File: src/rtl/uarch_pkg.sv
// Micro-architecture types shared by the issue stage, the execute pipes
// and their testbenches.
package uarch_pkg;

  typedef enum logic [3:0] {
    OP_ADD = 4'd0,
    OP_MUL = 4'd1,
    OP_LW  = 4'd2,
    OP_SW  = 4'd3,
    OP_BEQ = 4'd4,
    OP_NOP = 4'd5
  } rv_uop;

endpackage

File: src/rtl/mul_add_execute_unit.sv
// Execute pipe endpoint: single-cycle ADD and an iterative radix-2 shift-add
// MUL, broadcasting results on the completion bus.
module mul_add_execute_unit
  import uarch_pkg::*;
#(
  parameter int p_seq_num_bits = 5,
  parameter bit p_early_exit   = 1'b1
) (
  input  logic                      clk,
  input  logic                      rst,
  input  logic                      d_val,
  output logic                      d_rdy,
  input  logic [31:0]               d_pc,
  input  logic [31:0]               d_op1,
  input  logic [31:0]               d_op2,
  input  logic [4:0]                d_waddr,
  input  rv_uop                     d_uop,
  input  logic [p_seq_num_bits-1:0] d_seq_num,
  output logic                      complete_val,
  output logic [p_seq_num_bits-1:0] complete_seq_num,
  output logic [4:0]                complete_waddr,
  output logic [31:0]               complete_wdata,
  output logic                      complete_wen
);

  typedef enum logic [1:0] {
    IDLE,
    CALC,
    DONE
  } state_t;

  state_t state;

  logic [31:0] a;
  logic [31:0] b;
  logic [31:0] acc;
  logic [4:0]  count;

  logic [p_seq_num_bits-1:0] seq_q;
  logic [4:0]                waddr_q;
  logic                      wen_q;

  logic        accept;
  logic        is_add;
  logic        is_mul;
  logic        wen_in;
  logic        mul_short;
  logic [31:0] acc_nx;
  logic [31:0] b_nx;
  logic        fin;
  logic        unused_pc;

  assign unused_pc = ^d_pc;

  assign d_rdy  = !rst && (state != CALC);
  assign accept = d_val && d_rdy;

  always_comb begin
    is_add = 1'b0;
    is_mul = 1'b0;
    unique case (1'b1)
      (d_uop == OP_ADD): is_add = 1'b1;
      (d_uop == OP_MUL): is_mul = 1'b1;
      default: ;
    endcase
  end

  assign wen_in    = (d_waddr != 5'd0) && (is_add || is_mul);
  assign mul_short = p_early_exit && (d_op2 == 32'd0);

  always_comb begin
    acc_nx = b[0] ? acc + a : acc;
    b_nx   = b >> 1;
    fin    = (count == 5'd31) || (p_early_exit && (b_nx == 32'd0));
  end

  always_ff @(posedge clk or posedge rst) begin
    if (rst) begin
      state            <= IDLE;
      a                <= '0;
      b                <= '0;
      acc              <= '0;
      count            <= '0;
      seq_q            <= '0;
      waddr_q          <= '0;
      wen_q            <= 1'b0;
      complete_val     <= 1'b0;
      complete_seq_num <= '0;
      complete_waddr   <= '0;
      complete_wdata   <= '0;
      complete_wen     <= 1'b0;
    end else begin
      complete_val <= 1'b0;
      unique case (state)
        CALC: begin
          acc   <= acc_nx;
          a     <= a << 1;
          b     <= b_nx;
          count <= count + 5'd1;
          if (fin) begin
            state            <= DONE;
            complete_val     <= 1'b1;
            complete_wdata   <= acc_nx;
            complete_seq_num <= seq_q;
            complete_waddr   <= waddr_q;
            complete_wen     <= wen_q;
          end
        end
        default: begin
          if (accept) begin
            seq_q   <= d_seq_num;
            waddr_q <= d_waddr;
            wen_q   <= wen_in;
            if (is_mul) begin
              a     <= d_op1;
              b     <= d_op2;
              acc   <= '0;
              count <= '0;
            end
            if (is_mul && !mul_short) begin
              state <= CALC;
            end else begin
              // ADD, zero-multiplier MUL and unsupported ops finish now
              state            <= DONE;
              complete_val     <= 1'b1;
              complete_wdata   <= is_add ? d_op1 + d_op2 : 32'd0;
              complete_seq_num <= d_seq_num;
              complete_waddr   <= d_waddr;
              complete_wen     <= wen_in;
            end
          end else begin
            state <= IDLE;
          end
        end
      endcase
    end
  end

endmodule

File: config.mk
export PLATFORM = sky130hd
export DESIGN_NAME = mul_add_execute_unit
export DESIGN_NICKNAME = d
export VERILOG_FILES = /design/src/rtl/uarch_pkg.sv /design/src/rtl/mul_add_execute_unit.sv
export SDC_FILE = /design/constraint.sdc
export NUM_CORES = 1
export LEC_CHECK = 0
export ABC_AREA = 1
export CAP_MARGIN = 40
export CORE_MARGIN = 4
export CORE_UTILIZATION = 30
export DETAILED_ROUTE_END_ITERATION = 10
export GPL_ROUTABILITY_DRIVEN = 0
export PLACE_DENSITY_LB_ADDON = 0.25
export SYNTH_ARGS = -nofsm -noshare
export SYNTH_HDL_FRONTEND = slang
export SYNTH_SLANG_ARGS = --single-unit
File: constraint.sdc
create_clock -name clk -period 8.8 [get_ports clk]
set_clock_uncertainty 0.05 [all_clocks]
set_input_delay 1.32 -clock clk [delete_from_list [all_inputs] [get_ports clk]]
set_output_delay 1.32 -clock clk [all_outputs]
set_load 0.1 [all_outputs]
==> reports/results.ini <==
[run_status]
outcome = finished clean

[floorplanning]
core_sq_um = 37800
initial_util_pct = 30.5
die_w_microns = 204
cell_row_count = 71
ports = 158
die_height_microns = 204
die_area_sq_um = 41600

[setup_path]
critical_path.most_common_cell = sky130_fd_sc_hd__clkdlybuf4s50_1
critical_path.cell_chain = clkdlybuf4s50_1, nor2_4, clkdlybuf4s50_1, buf_8
timing_worst_setup_path_type = primary input to output pin
end_kind = output pin
worst_path_largest_cell_delay_ns = 0.52
worst-path-max-fanout = 2
cp.arrival_ns = 2.75
regToRegSetupSlack_ns = 5.66
start_kind = primary input
cell_with_the_biggest_individual_delay_on_the_critical_path = sky130_fd_sc_hd__clkdlybuf4s50_1
data_required_critical_path_ns = 7.43

[clock_network]
path_clk_slew_ns = 0.07
ctsHtreeMaxLevel = 4
clock_sinks = 158
post_cts_gate_resize_count = 0
clock_buffer_depth = 2
cts_tree = done
clk_root_buffer_cell = sky130_fd_sc_hd__clkbuf_16
clock_latency_ns = 0.44
cts.repair_timing.setup_buffer_count = 0
numCtsBuffers = 17
cts_hold_buffers = 0

[logic_synthesis]
synthXorXnorAreaFrac_pct = 1.06
post_synth_fa_ha_maj_area_fraction_pct = 7.30
synthFlopType = sky130_fd_sc_hd__dfrtp_1
synth_top_family_by_area = simple AND/OR/NAND/NOR gates
synth-seq-area-share_pct = 34.3
post_synth.cell_area_avg_sq_um = 6.55
syn-instance-count = 1758
syn_nets = 1937
fraction_of_the_mapped_netlist_area_in_compound_gates_pct = 15.0
synth_edf_count = 0
synth-simple-area-share_pct = 31.0
number_of_different_library_cells_in_the_post_synthesis_netlist = 40
syn_area_sq_um = 11500
proportion_of_synthesized_area_in_mux_cells_pct = 0
synth_top_area_share_pct = 34.3
yosysTopAreaCell = sky130_fd_sc_hd__dfrtp_1
async_flop_share_pct = 100
synth.top_cells.by_area = sky130_fd_sc_hd__dfrtp_1 34%, sky130_fd_sc_hd__nand2_1 19%, sky130_fd_sc_hd__inv_1 9.1%, sky130_fd_sc_hd__ha_1 7.0%, sky130_fd_sc_hd__a21oi_1 5.2%
ys_seq_elements = 158
yosysWarningCount = 0

[power]
p_seq_share_pct = 25.9
power.share.combinational_pct = 57.0
peakVddDrop_mv = 0.116
total_leakage_power_nw = 7.78
power.share.switching_pct = 48.8
power.switching_w = 0.00222
clock_power_share_pct = 17.1
internal-power_w = 0.00233
power_density_nw_per_um2 = 307

[detailed_routing]
ant_nets = 0
via_count = 11800
route.detailed.vias_per_inst = 4.85
detail_route.drc_violations = 0
drt-total-wl_mm = 39.1
drt_pre_antenna_iters = 7
route.detailed.wl_per_inst_microns = 16.1
dr.first_iter.drc_count = 794

[layout]
layout-area-overhead-vs-synth_pct = 28.7
drive_above_1_share_pct = 5.61
fillerInstances = 3904
core_utilization_of_the_finished_layout_pct = 39.3
final_net_count = 2090
antennaDiodeCount = 0

[sta]
max_freq_ghz = 0.243
grt_setup_unrepaired = false
final_hold_viol_count = 0
setup_viol_count_final = 0
tns_ns = 0
max_slew_margin_pct = 49.8
timing.final.crit_share_pct = 46.8
pins_over_their_slew_limit = 0
max_slew.worst_pin.slew_ns = 0.754
min_period_ns = 4.12

[grt]
grt_usage_pct = 18.9
via_count_of_the_first_global_routing_pass = 11700
grt_start_max_net_pins = 77
grt_first_pass_wirelength_mm = 62.3
antenna_found_initial = 0
grt.overflow.total = 0

[run]
max_cap_violations = 0

[placed_design]
hpwlAfterDp_mm = 30.7
portBuffers = 125

[worst_hold_path]
worst_hold_path_class = flip-flop to flip-flop

## synth_stat cells (18+ instances only)
cell and instances:
sky130_fd_sc_hd__nand2_1 569, sky130_fd_sc_hd__inv_1 279, sky130_fd_sc_hd__nor2_1 160, sky130_fd_sc_hd__dfrtp_1 158, sky130_fd_sc_hd__a21oi_1 120, sky130_fd_sc_hd__nand3_1 98
sky130_fd_sc_hd__ha_1 64, sky130_fd_sc_hd__o21ai_0 62, sky130_fd_sc_hd__o22ai_1 62, sky130_fd_sc_hd__o21ai_1 33, sky130_fd_sc_hd__buf_2 20, sky130_fd_sc_hd__nand4_1 18
## logic make-up (layout without fill, tap and decap cells)
logic type               count (synthesis)  count (layout)
XOR/XNOR                                14              14
buffers and inverters                  331             497
AND/OR/NAND/NOR                        879             879
flip-flops                             158             158
AO/OA/AOI/OAI                          310             310
adder cells (fa/ha/maj)                 66              66
## sequential cells by signal, summed over array words and instances (netlist names)
register / count
acc: 32
complete_seq_num: 5
wen_q: 1
a: 32
count: 5
complete_waddr: 5
state: 2
complete_wdata: 32
b: 32
waddr_q: 5
complete_val: 1
seq_q: 5
complete_wen: 1
## critical path: cells and delay by family
family,cells,cell delay [ns]
AND/OR/NAND/NOR,1,0.18
buffers and inverters,3,1.24
## cells in the final DEF, fill, tap and decap left out, types with 13 or more instances in the layout
cell type | synthesis | final
sky130_fd_sc_hd__nand2_1 | 569 | 568
sky130_fd_sc_hd__inv_1 | 279 | 277
sky130_fd_sc_hd__nor2_1 | 160 | 160
sky130_fd_sc_hd__dfrtp_1 | 158 | 158
sky130_fd_sc_hd__clkdlybuf4s50_1 | 0 | 125
sky130_fd_sc_hd__a21oi_1 | 120 | 120
sky130_fd_sc_hd__nand3_1 | 98 | 98
sky130_fd_sc_hd__ha_1 | 64 | 64
sky130_fd_sc_hd__o21ai_0 | 62 | 62
sky130_fd_sc_hd__o22ai_1 | 62 | 62
sky130_fd_sc_hd__o21ai_1 | 33 | 33
sky130_fd_sc_hd__buf_8 | 0 | 29
sky130_fd_sc_hd__buf_16 | 0 | 19
sky130_fd_sc_hd__nand4_1 | 18 | 18
sky130_fd_sc_hd__clkbuf_16 | 0 | 17
sky130_fd_sc_hd__o211ai_1 | 14 | 14
sky130_fd_sc_hd__xor2_1 | 13 | 13
## routing by layer
| layer | vias to the layer above | track usage (%) | share of wire [%] |
|---|---|---|---|
| li1 | 5946 | - | - |
| met1 | 5509 | 24.8 | 45 |
| met2 | 289 | 32.1 | 48 |
| met3 | 56 | 2.89 | 4.8 |
| met4 | 0 | 6.44 | 2.8 |
| met5 | - | 0 | 0 |
## power groups by stage
stage	registers, W	logic, W	clock network, W
2_1_floorplan	0.00133	0.00164	0
3_3_place_gp	0.00118	0.00242	0
3_5_place_dp	0.00119	0.00258	0
4_1_cts	0.00118	0.00259	0.000795
5_1_grt	0.00121	0.00294	0.000825
6_report	0.00118	0.00259	0.000780
## per-stage QoR
step	std cells	total power [W]	hold WS (ns)	setup slack [ns]	area [sq um]
2_1_floorplan	1758	0.00297	0.404	3.17	11500
3_3_place_gp	2353	0.00361	0.410	4.26	13200
3_5_place_dp	2403	0.00377	0.410	4.67	14200
4_1_cts	2435	0.00457	0.427	4.67	14800
5_1_grt	2435	0.00498	0.444	4.64	14800
6_report	2435	0.00455	0.424	4.68	14800
## worst paths after layout
check / cells after the start / to / start
min: 2 / complete_wdata[3] / complete_wdata[3]
max reg2reg: 8 / complete_wdata[8] / state[1]
max in group asynchronous: 5 / acc[14] / rst
max: 4 / d_rdy / rst
min reg2reg: 2 / complete_wdata[3] / complete_wdata[3]
min in group asynchronous: 2 / complete_seq_num[0] / rst
## area by class of cell
type | instances | area, sq um | share of cell area, %
Clock buffer | 21 | 470 | 3.17
Clock inverter | 11 | 130 | 0.878
Inverter | 283 | 1070 | 7.21
Multi-Input combinational cell | 1269 | 6260 | 42.2
Sequential cell | 158 | 3950 | 26.7
Tap cell | 511 | 639 | 4.31
Timing Repair Buffer | 182 | 2300 | 15.5
Note: power is estimated with default switching activity, not from simulation.
